==> src/rtl/isa_pkg.sv <==
// ISA definitions shared by the instruction encoder/loader and its packer:
// opcode width, instruction formats, field bit positions and loader FSM states.
package isa_pkg;

    localparam int OPCODE_W = 5;
    localparam int REG_W    = 5;
    localparam int WORD_W   = 32;
    localparam int IMM_I_W  = 17;
    localparam int IMM_J_W  = 27;

    // Field bit positions (LSB) inside the 32-bit machine word
    localparam int OP_LSB = 27;
    localparam int RS_LSB = 22;
    localparam int RT_LSB = 17;
    localparam int RD_LSB = 12;

    typedef enum logic [1:0] {FMT_R, FMT_I, FMT_J} instr_fmt_t;

    typedef enum logic [1:0] {IDLE, WRITE, ERR} state_t;

    // Opcode-to-format map, identical to the one the main decoder uses
    function automatic instr_fmt_t fmtOf(input logic [OPCODE_W-1:0] op);
        if (op == '0) begin
            return FMT_R;
        end else if (op[OPCODE_W-1:OPCODE_W-2] == 2'b11) begin
            return FMT_J;
        end else begin
            return FMT_I;
        end
    endfunction

endpackage

==> src/rtl/instr_encoder_loader_if.sv <==
// Field-bundle stream into the instruction encoder/loader (valid/ready).
interface instr_encoder_loader_if;
    import isa_pkg::*;

    logic                inValid;
    logic                inReady;
    logic [OPCODE_W-1:0] opCode;
    logic [REG_W-1:0]    rs;
    logic [REG_W-1:0]    rt;
    logic [REG_W-1:0]    rd;
    logic [WORD_W-1:0]   imm;

    modport master (output inValid, opCode, rs, rt, rd, imm, input inReady);
    modport slave  (input inValid, opCode, rs, rt, rd, imm, output inReady);

endinterface

==> src/rtl/instr_packer.sv <==
// Combinational packer: instruction fields -> 32-bit machine word plus an
// immediate range error. Shared with the assembler bench.
module instr_packer
    import isa_pkg::*;
(
    input  logic [OPCODE_W-1:0] op_code,
    input  logic [REG_W-1:0]    rs,
    input  logic [REG_W-1:0]    rt,
    input  logic [REG_W-1:0]    rd,
    input  logic [WORD_W-1:0]   imm,
    output logic [WORD_W-1:0]   word,
    output logic                range_err
);

    // Select the format and pack; I-type imm must be a 17-bit signed value,
    // J-type target must fit in 27 unsigned bits.
    always_comb begin
        word      = '0;
        range_err = 1'b0;
        case (fmtOf(op_code))
            FMT_R: begin
                word = {op_code, rs, rt, rd, 12'b0};
            end
            FMT_J: begin
                word      = {op_code, imm[IMM_J_W-1:0]};
                range_err = |imm[WORD_W-1:IMM_J_W];
            end
            default: begin
                word      = {op_code, rs, rt, imm[IMM_I_W-1:0]};
                range_err = !((&imm[WORD_W-1:IMM_I_W-1]) || !(|imm[WORD_W-1:IMM_I_W-1]));
            end
        endcase
    end

endmodule

==> src/rtl/instr_encoder_loader.sv <==
// Instruction encoder/loader: accepts field bundles, packs them into machine
// words and writes them sequentially into instruction memory (one word per
// two cycles). Optional feature macro: INSTR_CHECKSUM_EN adds a running XOR
// checksum of every written word on port checksum.
module instr_encoder_loader
    import isa_pkg::*;
#(
    parameter int ADDR_W    = 8,
    parameter int DEPTH     = 256,
    parameter int BASE_ADDR = 0
) (
    input  logic                  clk,
    input  logic                  nReset,
    input  logic                  clear,
    instr_encoder_loader_if.slave in_bus,
    output logic                  memWe,
    output logic [ADDR_W-1:0]     memAddr,
    output logic [WORD_W-1:0]     memWData,
    output logic [ADDR_W:0]       wordCount,
    output logic                  full,
    output logic                  encErr
`ifdef INSTR_CHECKSUM_EN
    ,
    output logic [WORD_W-1:0]     checksum
`endif
);

    localparam logic [ADDR_W-1:0] BASE_C  = ADDR_W'(BASE_ADDR);
    localparam logic [ADDR_W:0]   DEPTH_C = (ADDR_W+1)'(DEPTH);

    state_t              state_q, state_d;
    logic [ADDR_W-1:0]   addr_q, addr_d;
    logic [ADDR_W:0]     count_q, count_d;
    logic [WORD_W-1:0]   wdata_q, wdata_d;
    logic                started_q, started_d;
`ifdef INSTR_CHECKSUM_EN
    logic [WORD_W-1:0]   checksum_q, checksum_d;
`endif

    logic [WORD_W-1:0]   packed_word;
    logic                range_err;
    logic                ready;
    logic                xfer;

    instr_packer u_packer (
        .op_code   (in_bus.opCode),
        .rs        (in_bus.rs),
        .rt        (in_bus.rt),
        .rd        (in_bus.rd),
        .imm       (in_bus.imm),
        .word      (packed_word),
        .range_err (range_err)
    );

    assign full           = (count_q == DEPTH_C);
    assign ready          = started_q && (state_q == IDLE) && !full && !clear;
    assign xfer           = in_bus.inValid && ready;
    assign in_bus.inReady = ready;
    assign memWe          = (state_q == WRITE);
    assign encErr         = (state_q == ERR);
    assign memAddr        = addr_q;
    assign memWData       = wdata_q;
    assign wordCount      = count_q;
`ifdef INSTR_CHECKSUM_EN
    assign checksum       = checksum_q;
`endif

    // Next state: accept a bundle in IDLE, write or flag it, then advance;
    // clear overrides any pending address/count increment.
    always_comb begin
        state_d   = state_q;
        addr_d    = addr_q;
        count_d   = count_q;
        wdata_d   = wdata_q;
        started_d = 1'b1;
`ifdef INSTR_CHECKSUM_EN
        checksum_d = checksum_q;
`endif
        case (state_q)
            IDLE: begin
                if (xfer) begin
                    if (range_err) begin
                        state_d = ERR;
                    end else begin
                        state_d = WRITE;
                        wdata_d = packed_word;
                    end
                end
            end
            WRITE: begin
                state_d = IDLE;
                addr_d  = addr_q + ADDR_W'(1);
                count_d = count_q + (ADDR_W+1)'(1);
`ifdef INSTR_CHECKSUM_EN
                checksum_d = checksum_q ^ wdata_q;
`endif
            end
            ERR: begin
                state_d = IDLE;
            end
            default: begin
                state_d = IDLE;
            end
        endcase
        if (clear) begin
            addr_d  = BASE_C;
            count_d = '0;
`ifdef INSTR_CHECKSUM_EN
            checksum_d = '0;
`endif
        end
    end

    // State and datapath registers; reset aborts any in-flight write at once.
    always_ff @(posedge clk or negedge nReset) begin
        if (!nReset) begin
            state_q    <= IDLE;
            addr_q     <= BASE_C;
            count_q    <= '0;
            wdata_q    <= '0;
            started_q  <= 1'b0;
`ifdef INSTR_CHECKSUM_EN
            checksum_q <= '0;
`endif
        end else begin
            state_q    <= state_d;
            addr_q     <= addr_d;
            count_q    <= count_d;
            wdata_q    <= wdata_d;
            started_q  <= started_d;
`ifdef INSTR_CHECKSUM_EN
            checksum_q <= checksum_d;
`endif
        end
    end

endmodule
==> src/flat_wrapper.sv <==
// flat-port wrapper written by rule: the top's interface ports become plain ports
module instr_encoder_loader_flat import isa_pkg::*;
#(
    parameter int ADDR_W    = 8,
    parameter int DEPTH     = 256,
    parameter int BASE_ADDR = 0
)
  (clk, nReset, clear, memWe, memAddr, memWData, wordCount, full, encErr, in_bus_inValid, in_bus_opCode, in_bus_rs, in_bus_rt, in_bus_rd, in_bus_imm, in_bus_inReady);
  instr_encoder_loader_if in_bus_i ();
  input  logic clk;
  input  logic nReset;
  input  logic clear;
  output logic memWe;
  output logic [ADDR_W-1:0] memAddr;
  output logic [WORD_W-1:0] memWData;
  output logic [ADDR_W:0] wordCount;
  output logic full;
  output logic encErr;
  input wire logic [$bits(in_bus_i.inValid)-1:0] in_bus_inValid;
  input wire logic [$bits(in_bus_i.opCode)-1:0] in_bus_opCode;
  input wire logic [$bits(in_bus_i.rs)-1:0] in_bus_rs;
  input wire logic [$bits(in_bus_i.rt)-1:0] in_bus_rt;
  input wire logic [$bits(in_bus_i.rd)-1:0] in_bus_rd;
  input wire logic [$bits(in_bus_i.imm)-1:0] in_bus_imm;
  output wire logic [$bits(in_bus_i.inReady)-1:0] in_bus_inReady;
  assign in_bus_i.inValid = in_bus_inValid;
  assign in_bus_i.opCode = in_bus_opCode;
  assign in_bus_i.rs = in_bus_rs;
  assign in_bus_i.rt = in_bus_rt;
  assign in_bus_i.rd = in_bus_rd;
  assign in_bus_i.imm = in_bus_imm;
  assign in_bus_inReady = in_bus_i.inReady;
  instr_encoder_loader #(.ADDR_W(ADDR_W), .DEPTH(DEPTH), .BASE_ADDR(BASE_ADDR)) u_core (.clk(clk), .nReset(nReset), .clear(clear), .in_bus(in_bus_i), .memWe(memWe), .memAddr(memAddr), .memWData(memWData), .wordCount(wordCount), .full(full), .encErr(encErr));
endmodule
==> config.mk <==
export PLATFORM = sky130hd
export DESIGN_NAME = instr_encoder_loader_flat
export DESIGN_NICKNAME = d
export VERILOG_FILES = /design/src/rtl/isa_pkg.sv /design/src/rtl/instr_encoder_loader_if.sv /design/src/rtl/instr_packer.sv /design/src/rtl/instr_encoder_loader.sv /design/src/flat_wrapper.sv
export SDC_FILE = /design/constraint.sdc
export NUM_CORES = 1
export LEC_CHECK = 0
export CAP_MARGIN = 20
export CORE_AREA = 2 2 85 87
export CTS_BUF_LIST = sky130_fd_sc_hd__clkbuf_16
export DETAILED_ROUTE_END_ITERATION = 16
export DIE_AREA = 0 0 87 89
export MAX_ROUTING_LAYER = met4
export PLACE_DENSITY = 0.76
export RECOVER_POWER = 25
export SYNTH_ARGS = -nofsm -noshare
export SYNTH_HDL_FRONTEND = slang
export SYNTH_SLANG_ARGS = --single-unit
==> constraint.sdc <==
create_clock -name clk -period 1.9 [get_ports clk]
set_input_delay 0.38 -clock clk [delete_from_list [all_inputs] [get_ports clk]]
set_output_delay 0.38 -clock clk [all_outputs]
set_load 0.01 [all_outputs]
==> flow_summary.yaml <==
status:
  status: "complete, but fails checks"
  violations: "negative setup slack"
setup_path:
  reg2reg_depth: 8
  max_stage_delay_ps: 530
  cp-end-kind: "flip-flop"
  regToRegEndpoint: "u_core.memWData[24]$_DFFE_PN0P_"
  crit_path_start: "in_bus_opCode[3]"
  crit_path_frequent_cell: "buf_12"
  path_cells: "clkdlybuf4s50_1 > buf_4 > nand2_1 > a211o_1 > a21oi_4 > buf_12 > buf_12 > buf_16 > mux2_4"
  crit_buf_inv: 5
  critPathCapture: "u_core.memWData[24]$_DFFE_PN0P_"
  slowest_stage: "clkdlybuf4s50_1"
  start_kind: "input port"
  cp_max_fo: 5
  required_ps: 2070
  reg2reg_from: "u_core.state_q[0]$_DFFE_PN0P_"
  worstSetupPathDepth: 9
  critical_path_arrival_ps: 2330
  criticalPathCategory: "in2reg"
  critPathTopFamily: "buffers and inverters"
  reg2reg_setup_slack_ps: -240
sta:
  worst_pin_slew_ps: 1280
  max_freq_mhz: 464
  whs_ps: 462
  finClkSkew_ps: 7.97
  period_share_pct: 114
  grt_setup_unrepaired: "true"
  slew_viol_final: 0
  fin_ws_ps: -257
  hold_viol: 0
  period_needed_ps: 2160
  max_slew_margin_pct: 14.8
  setup_viol: 34
grt:
  antenna_found_initial: 0
  grt-busiest-layer: "met2"
  grt_pass1_vias: 2364
  grt.overflow.total: 0
  grt_util_met1_pct: 23.3
  use_met3_pct: 2.12
  track_usage_pct: 19.5
  grt.met2_usage_pct: 34.4
  grt_max_degree: 53
  grt_pass1_wl_um: 11400
cts:
  cts_root_buffer: "clkbuf_16"
  ctsHoldBuffers: 0
  cts_sinks: 52
  cts_buffers: 5
  cts_tree: "done"
  clock_latency_ps: 280
  clkTransAtPathRegs_ps: 70
  cts_max_level: 2
  cts_buffer_depth: 2
die:
  coreArea_um2: 6720
  floorplan.initialDensity_pct: 38.7
  io_pins: 109
  rows: 30
  die_w_um: 87
  die_h_um: 89
  die_area_um2: 7740
layout:
  final_net_count: 441
  seqCellArea_um2: 1300
  antennaDiodeCount: 0
  multi_input_comb_area_um2: 1220
  drive_above_1_share_pct: 24.8
  fill_cells: 546
  syn_to_final_growth_pct: 66.9
flow_run:
  drv_cap: 0
yosys:
  ys_seq_elements: 52
  syn_area_um2: 2600
  synth_top_flop_cell: "dfrtp_1"
  async_flop_share_pct: 100
  netlist_top_cells_count: "dfrtp_1, nand2_1, nor2_1"
  ys_types: 33
  yosys_warnings: 0
  syn_inst: 232
  synth_seq_area_share_pct: 50.0
  synth_top_area_share_pct: 50.0
  synth_edf_count: 0
  syn-mean-instance-area_um2: 11.2
  synth_nets: 291
  ys_top_cells_by_area: "dfrtp_1, mux2_4, mux2_2"
  synthMostInstantiatedCell: "dfrtp_1"
  synth_top_cell_by_area: "dfrtp_1"
detailed_routing:
  vias_per_cell: 4.81
  ant_nets: 0
  drc: 0
  num_vias: 2226
  wl_um: 7220
  dr.pass1.iters: 4
  wire_per_inst_um: 15.6
  drt_iter0_markers: 69
pwr:
  peakVddDrop_uv: 458
  leakagePower_nw: 2.01
  powerDensity_nw_per_um2: 612
  power_w: 0.00265
place:
  place.gp.congestion: 0.958
  place_ws_ps: -661
  dp_hpwl_um: 5170
  io_buffers: 108
hold_path:
  hold_class: "in2async"
## sequential cells by signal (all words and copies together), names as in the netlist
signal,cells
u_core.memWData,32
u_core.wordCount,9
u_core.memAddr,8
u_core.state_q,2
u_core.started_q,1
## timing repair
item                                    4_1_cts  5_1_grt
gates resized for setup                      39       12
pin swaps                                    10        7
endpoints found under the setup margin       35       36
gates cloned                                  3        1
setup buffers                                 7        9
## worst min-delay path by stage
| stage | end | slack [ps] | cells after the start |
|---|---|---|---|
| CTS | u_core.wordCount[5]$_DFFE_PN0P_ | 100 | 2 |
| detailed placement | u_core.memWData[16]$_DFFE_PN0P_ | 400 | 2 |
| global placement | u_core.memWData[16]$_DFFE_PN0P_ | 400 | 2 |
| global route | u_core.memWData[24]$_DFFE_PN0P_ | 520 | 1 |
| finish | u_core.memWData[16]$_DFFE_PN0P_ | 460 | 2 |
| floorplan | u_core.memAddr[0]$_DFFE_PN0P_ | 80 | 0 |
## placed cells by master (no fill, tap or decap), drive strengths merged, types with 2 or more instances in the layout
cell type	count
clkdlybuf4s50	87
dfrtp	52
buf	44
nand2	39
mux2	30
nor2	21
dlygate4sd2	17
inv	16
mux2i	13
nand4	9
xor2	9
clkbuf	7
xnor2	4
a21oi	4
and3	3
ha	3
nor4	3
o21ai	3
nor3	2
or3	2
clkdlybuf4s15	2
nor2b	2
## report_power, final
part | switching [W] | internal, W
clock network | 0.000377 | 0.000614
registers | 0.0000348 | 0.00117
logic | 0.000171 | 0.000290
total | 0.000583 | 0.00207
## routing by layer
metal | part of all wire (%) | wire length [um]
met1 | 42 | 3010
met2 | 53 | 3800
met3 | 3.6 | 258
met4 | 2.1 | 155
met5 | 0 | 0
## cell type report
type,count,share of cell area [%]
Inverter,15,1.30
Sequential cell,52,30.0
Clock buffer,5,2.88
Timing Repair Buffer,152,34.5
Tap cell,80,2.31
Clock inverter,3,0.894
Multi-Input combinational cell,156,28.1
## worst register-to-register path: cells and delay by family, from the launching register on
family / cells / cell delay [ps]
flip-flops: 1 / 380
AND/OR/NAND/NOR: 2 / 620
buffers and inverters: 3 / 360
AO/OA/AOI/OAI: 2 / 370
multiplexers: 1 / 300
## cells by family (layout without fill, tap and decap cells)
logic type,count (synthesis),after routing,synth area share [%]
adders and majority gates,3,3,1.44
muxes,43,43,20.5
buffers and inverters,24,175,5.29
other,1,1,0.144
xor gates and xnor gates,13,13,4.38
DFF,52,52,50.0
AOI/OAI and AO/OA,9,9,2.74
and+or+nand+nor,87,87,15.5
## stage by stage
stage	utilization, %	TNS (ps)	instance area, um2	std cells
after floorplan	-	-6630	2600	232
after global placement	58.7	-18800	3940	439
after detailed placement	58.7	-20080	3940	439
after CTS	63.8	-5930	4290	457
after global routing	64.6	-7050	4340	463
final	64.6	-5660	4340	463
Note: power is estimated with default switching activity, not from simulation.
